**src/rtl/reg8file_writer_if.sv**
```systemverilog
// Valid/ready byte stream feeding the register-file write sequencer.
// master drives valid/data, slave returns ready.
interface reg8file_writer_if #(
  parameter int DW = 8
);
  logic          in_valid;
  logic [DW-1:0] in_data;
  logic          in_ready;

  modport master (output in_valid, output in_data, input in_ready);
  modport slave  (input in_valid, input in_data, output in_ready);
endinterface

```
**src/rtl/reg8file_writer.sv**
```systemverilog
// Burst write sequencer for the 8x8 register file: one-cycle write latency after each handshake,
// wrapping address; in_ready is high only in WRITE, bubbles simply stall the burst.
module reg8file_writer #(
  parameter int DW = 8,
  parameter int AW = 3
) (
  input  logic          clk,
  input  logic          clr,
  input  logic          start,
  input  logic [AW-1:0] base,
  input  logic [AW:0]   len,
  input  logic          wipe,
  reg8file_writer_if.slave s,
  output logic          rf_clr,
  output logic          rf_en,
  output logic [AW-1:0] rf_wsel,
  output logic [DW-1:0] rf_d,
  output logic          busy,
  output logic          done,
  output logic          err
);

  typedef enum logic [1:0] {IDLE, WRITE, FIN} state_t;

  localparam logic [AW:0] DEPTH   = (AW+1)'(2**AW);
  localparam logic [AW:0] CNT_ONE = (AW+1)'(1);

  state_t        state, state_nxt;
  logic [AW-1:0] addr, addr_nxt;
  logic [AW:0]   cnt, cnt_nxt;
  logic          rf_clr_nxt, rf_en_nxt, done_nxt, err_nxt;
  logic [AW-1:0] rf_wsel_nxt;
  logic [DW-1:0] rf_d_nxt;
  logic          len_ok, hs, last;

  assign len_ok = (len != '0) && (len <= DEPTH);
  assign hs     = s.in_valid && (state == WRITE);
  assign last   = hs && (cnt == CNT_ONE);

  always_ff @(posedge clk or negedge clr) begin
    if (!clr) begin
      state   <= IDLE;
      addr    <= '0;
      cnt     <= '0;
      rf_clr  <= 1'b0;
      rf_en   <= 1'b0;
      rf_wsel <= '0;
      rf_d    <= '0;
      done    <= 1'b0;
      err     <= 1'b0;
    end else begin
      state   <= state_nxt;
      addr    <= addr_nxt;
      cnt     <= cnt_nxt;
      rf_clr  <= rf_clr_nxt;
      rf_en   <= rf_en_nxt;
      rf_wsel <= rf_wsel_nxt;
      rf_d    <= rf_d_nxt;
      done    <= done_nxt;
      err     <= err_nxt;
    end
  end

  // wipe outranks start; a start in the same cycle is silently dropped
  always_comb begin
    state_nxt = state;
    case (state)
      IDLE:    if (!wipe && start && len_ok) state_nxt = WRITE;
      WRITE:   if (last) state_nxt = FIN;
      FIN:     state_nxt = IDLE;
      default: state_nxt = IDLE;
    endcase
  end

  always_comb begin
    s.in_ready  = (state == WRITE);
    busy        = (state != IDLE);
    addr_nxt    = addr;
    cnt_nxt     = cnt;
    rf_clr_nxt  = 1'b0;
    err_nxt     = 1'b0;
    rf_en_nxt   = hs;
    done_nxt    = last;
    rf_wsel_nxt = rf_wsel;
    rf_d_nxt    = rf_d;
    if (state == IDLE) begin
      rf_clr_nxt = wipe;
      err_nxt    = !wipe && start && !len_ok;
      if (!wipe && start && len_ok) begin
        addr_nxt = base;
        cnt_nxt  = len;
      end
    end
    if (hs) begin
      rf_wsel_nxt = addr;
      rf_d_nxt    = s.in_data;
      addr_nxt    = addr + 1'b1;
      cnt_nxt     = cnt - 1'b1;
    end
  end

endmodule

```
**src/flat_wrapper.sv**
```systemverilog
// flat-port wrapper written by rule: the top's interface ports become plain ports
module reg8file_writer_flat 
#(
  parameter int DW = 8,
  parameter int AW = 3
)
  (clk, clr, start, base, len, wipe, rf_clr, rf_en, rf_wsel, rf_d, busy, done, err, s_in_valid, s_in_data, s_in_ready);
  reg8file_writer_if #(.DW(DW)) s_i ();
  input  logic clk;
  input  logic clr;
  input  logic start;
  input  logic [AW-1:0] base;
  input  logic [AW:0] len;
  input  logic wipe;
  output logic rf_clr;
  output logic rf_en;
  output logic [AW-1:0] rf_wsel;
  output logic [DW-1:0] rf_d;
  output logic busy;
  output logic done;
  output logic err;
  input wire logic [$bits(s_i.in_valid)-1:0] s_in_valid;
  input wire logic [$bits(s_i.in_data)-1:0] s_in_data;
  output wire logic [$bits(s_i.in_ready)-1:0] s_in_ready;
  assign s_i.in_valid = s_in_valid;
  assign s_i.in_data = s_in_data;
  assign s_in_ready = s_i.in_ready;
  reg8file_writer #(.DW(DW), .AW(AW)) u_core (.clk(clk), .clr(clr), .start(start), .base(base), .len(len), .wipe(wipe), .s(s_i), .rf_clr(rf_clr), .rf_en(rf_en), .rf_wsel(rf_wsel), .rf_d(rf_d), .busy(busy), .done(done), .err(err));
endmodule
```
**config.mk**
```make
export PLATFORM = sky130hd
export DESIGN_NAME = reg8file_writer_flat
export DESIGN_NICKNAME = d
export VERILOG_FILES = /design/src/rtl/reg8file_writer_if.sv /design/src/rtl/reg8file_writer.sv /design/src/flat_wrapper.sv
export SDC_FILE = /design/constraint.sdc
export NUM_CORES = 1
export LEC_CHECK = 0
export ABC_AREA = 1
export CORE_MARGIN = 2
export CORE_UTILIZATION = 40
export CTS_BUF_LIST = sky130_fd_sc_hd__clkbuf_8
export DETAILED_ROUTE_END_ITERATION = 10
export PLACE_DENSITY = 0.76
export SKIP_LAST_GASP = 1
export SYNTH_ARGS = -nofsm -noshare
export SYNTH_HDL_FRONTEND = slang
export SYNTH_SLANG_ARGS = --single-unit
```
**constraint.sdc**
```tcl
create_clock -name clk -period 1.2 [get_ports clk]
set_input_delay 0.18 -clock clk [delete_from_list [all_inputs] [get_ports clk]]
set_output_delay 0.18 -clock clk [all_outputs]
set_load 0.01 [all_outputs]
```
==> impl_metrics.ini <==
[drt]
vias = 1068
via_per_inst = 4.922
routedWlPerCell_um = 13.39
routed_wl_um = 2905
drt-pass1-iter-count = 5
drc = 0
postRouteAntennaNets = 0
drtIter0Drc = 23

[global_route]
track_usage_pct = 16.91
gr-total-overflow = 0
grt_max_degree = 32
grt_pass1_vias = 1009
antenna_found_initial = 0
grt_first_pass_wirelength_um = 4360

[worst_setup_path]
worstSetupStartpointType = flip-flop
rrSetupSlack_ns = -0.01
cp_data_arrival_time_ns = 1.37
crit_type = reg -> reg
end_kind = flip-flop
crit_slowest_cell = dfrtp_1
cpLargestDelayFamily = flip-flops
crit_top_cell = nand2_1
crit_path_max_incr_delay_ns = 0.41
cp_num_cells = 5
reg2regPathDepth = 5
path_max_fanout = 3
cp_cell_sequence = ha_1 > xnor2_1 > o21ai_1 > nand2_1 > nand2_1
crit_buf_inv = 0
regToRegEndpoint = u_core.addr[2]$_DFFE_PN0P_
required_ns = 1.35
worstReg2RegStart = u_core.addr[0]$_DFFE_PN0P_

[clocking]
cts_sinks = 24
insertion_delay_ns = 0.26
cts_tree = done
clkTransAtPathRegs_ns = 0.08
ctsRootBufferMaster = clkbuf_8
clockBufferDepth = 2
holdBufCountCts = 0
cts_max_level = 1
cts_buffers = 3

[final_layout]
fin_nets = 210
n_fill_cell = 216
antenna_cells = 0
drive_above_1_share_pct = 18.28
syn2layout_area_growth_pct = 48.63
finalNonFillerCells = 217
design_area_um2 = 1694

[synthesis]
syn-cell-area_um2 = 1140
synth_cell_types = 19
yosysWarnings = 0
synthCells = 136
ys_seq_elements = 24
syn_nets = 159
yosysSeqAreaShare_pct = 52.69
avgSynthCellArea_um2 = 8.381

[die]
io_pins = 37
core_um2 = 2734
dieArea_um2 = 3292
dieHeight_um = 57.38
start_util_pct = 41.69
rows = 19
die-width_um = 57.38

[hold_path]
min_path_type = in -> async

[timing]
fin_crit_sh_pct = 101.2
rsz0062_at_grt = yes
whs_ns = 0.2647
worst_slew_margin_rel_pct = 69.80
tightest_slew_ns = 0.4523
setup_viol = 1
finalHoldViolations = 0
fmax_mhz = 823.5
slew_viol_final = 0
setup_ws_ns = -0.01439
tns_ns = -0.01439
layout_min_cycle_time_ns = 1.214
skew_ns = 0.001842

[placed_design]
io_buffer_count = 36
routabilityCongestion = 0.7703
dpl.hpwl_um = 1870
dp_cells = 209
place_area_um2 = 1583
dpl_worst_slack_ns = -0.2592

[pwr]
leakage_nw = 0.9237
max-vdd-ir-drop_v = 0.001322
pwr_density_cell_nw_per_um2 = 2190

[job]
max_cap_violations = 0

[status]
status = finished with violations
failed_checks = setup timing
cell families after synthesis:
logic type	synth area share (%)
simple gates	32.93
flops	52.69
buf+inv	6.037
compound gates	3.513
fa+ha+maj	3.293
xor+xnor	1.537
registers in the layout, indices dropped and copies added, names as in the netlist:
signal	flops
u_core.cnt	4
u_core.addr	3
u_core.done	1
u_core.rf_clr	1
u_core.err	1
u_core.state	2
u_core.rf_en	1
u_core.rf_wsel	3
u_core.rf_d	8
layout by cell type, fill, tap and decap left out, types with 2 or more instances in the layout:
master            n
inv_1             8
nor2_4            2
nand3_1           9
clkdlybuf4s50_1  16
inv_2             2
dlygate4sd2_1    15
dlymetal6s2s_1    3
nor2_2            2
nand2_4           3
buf_4            10
nand2_2           4
clkbuf_8          4
nand2_1          61
ha_1              3
nor2_1            5
dfrtp_1          24
o21ai_1           4
where the power goes:
part | switching [W] | internal, W | leakage (nW)
combinational | 0.000993 | 0.000797 | 0.594
clock | 0.000244 | 0.000292 | 0.0288
sequential | 0.000239 | 0.00115 | 0.301
area by class of cell:
type / instances / area [um^2] / share of cell area, %
clock buffer: 4 / 55.05 / 3.250
inverter: 10 / 37.54 / 2.216
multi-input combinational: 101 / 536.8 / 31.68
sequential: 24 / 600.6 / 35.45
tap: 31 / 38.79 / 2.290
timing repair buffer: 47 / 425.4 / 25.11
worst register-to-register path, stage by stage (launching register included):
cell and delay (ns):
dfrtp_1 0.41, ha_1 0.25, xnor2_1 0.22, o21ai_1 0.09, nand2_1 0.07, nand2_1 0.06
layer usage:
| metal | vias up | share of wire, % | GRT usage (%) |
|---|---|---|---|
| li1 | 523 | - | - |
| met1 | 498 | 38 | 20.32 |
| met2 | 37 | 54 | 30.36 |
| met3 | 10 | 5.1 | 2.268 |
| met4 | 0 | 3.6 | 6.645 |
| met5 | - | 0 | 0 |
synthesized netlist by cell type (all sizes together):
master / count / area (um^2)
nor2: 9 / 41.29
nand3: 10 / 62.56
inv: 10 / 37.54
xnor2: 2 / 17.52
o21ai: 5 / 25.02
dfrtp: 24 / 600.6
o21a: 1 / 7.510
a21boi: 1 / 7.510
nand2: 67 / 271.5
ha: 3 / 37.54
buf: 4 / 31.27
through the flow:
step / power [W] / utilization (%)
after floorplan: 0.002336 / -
after detailed placement: 0.003176 / 57.89
after global placement: 0.003081 / 57.89
after CTS: 0.003586 / 59.50
after global routing: 0.003986 / 61.97
final: 0.003711 / 61.97
worst max path at each step:
stage	start	endpoint	slack, ns
finish	u_core.addr[0]$_DFFE_PN0P_	u_core.addr[2]$_DFFE_PN0P_	-0.01
global route	u_core.addr[0]$_DFFE_PN0P_	u_core.addr[2]$_DFFE_PN0P_	-0.09
CTS	u_core.state[1]$_DFFE_PN0P_	s_in_ready	-0.06
detailed placement	len[1]	u_core.addr[2]$_DFFE_PN0P_	-0.26
global placement	len[1]	u_core.cnt[1]$_DFFE_PN0P_	-0.19
floorplan	u_core.state[1]$_DFFE_PN0P_	u_core.addr[0]$_DFFE_PN0P_	0.11
what timing repair did:
action | 4_1_cts | 5_1_grt
endpoints found under the setup margin | 33 | 11
gates resized for setup | 22 | 11
pin swaps | 0 | 2
buffers inserted | 0 | 1
cloned | 0 | 3
Power figures use the tool's default switching activity.
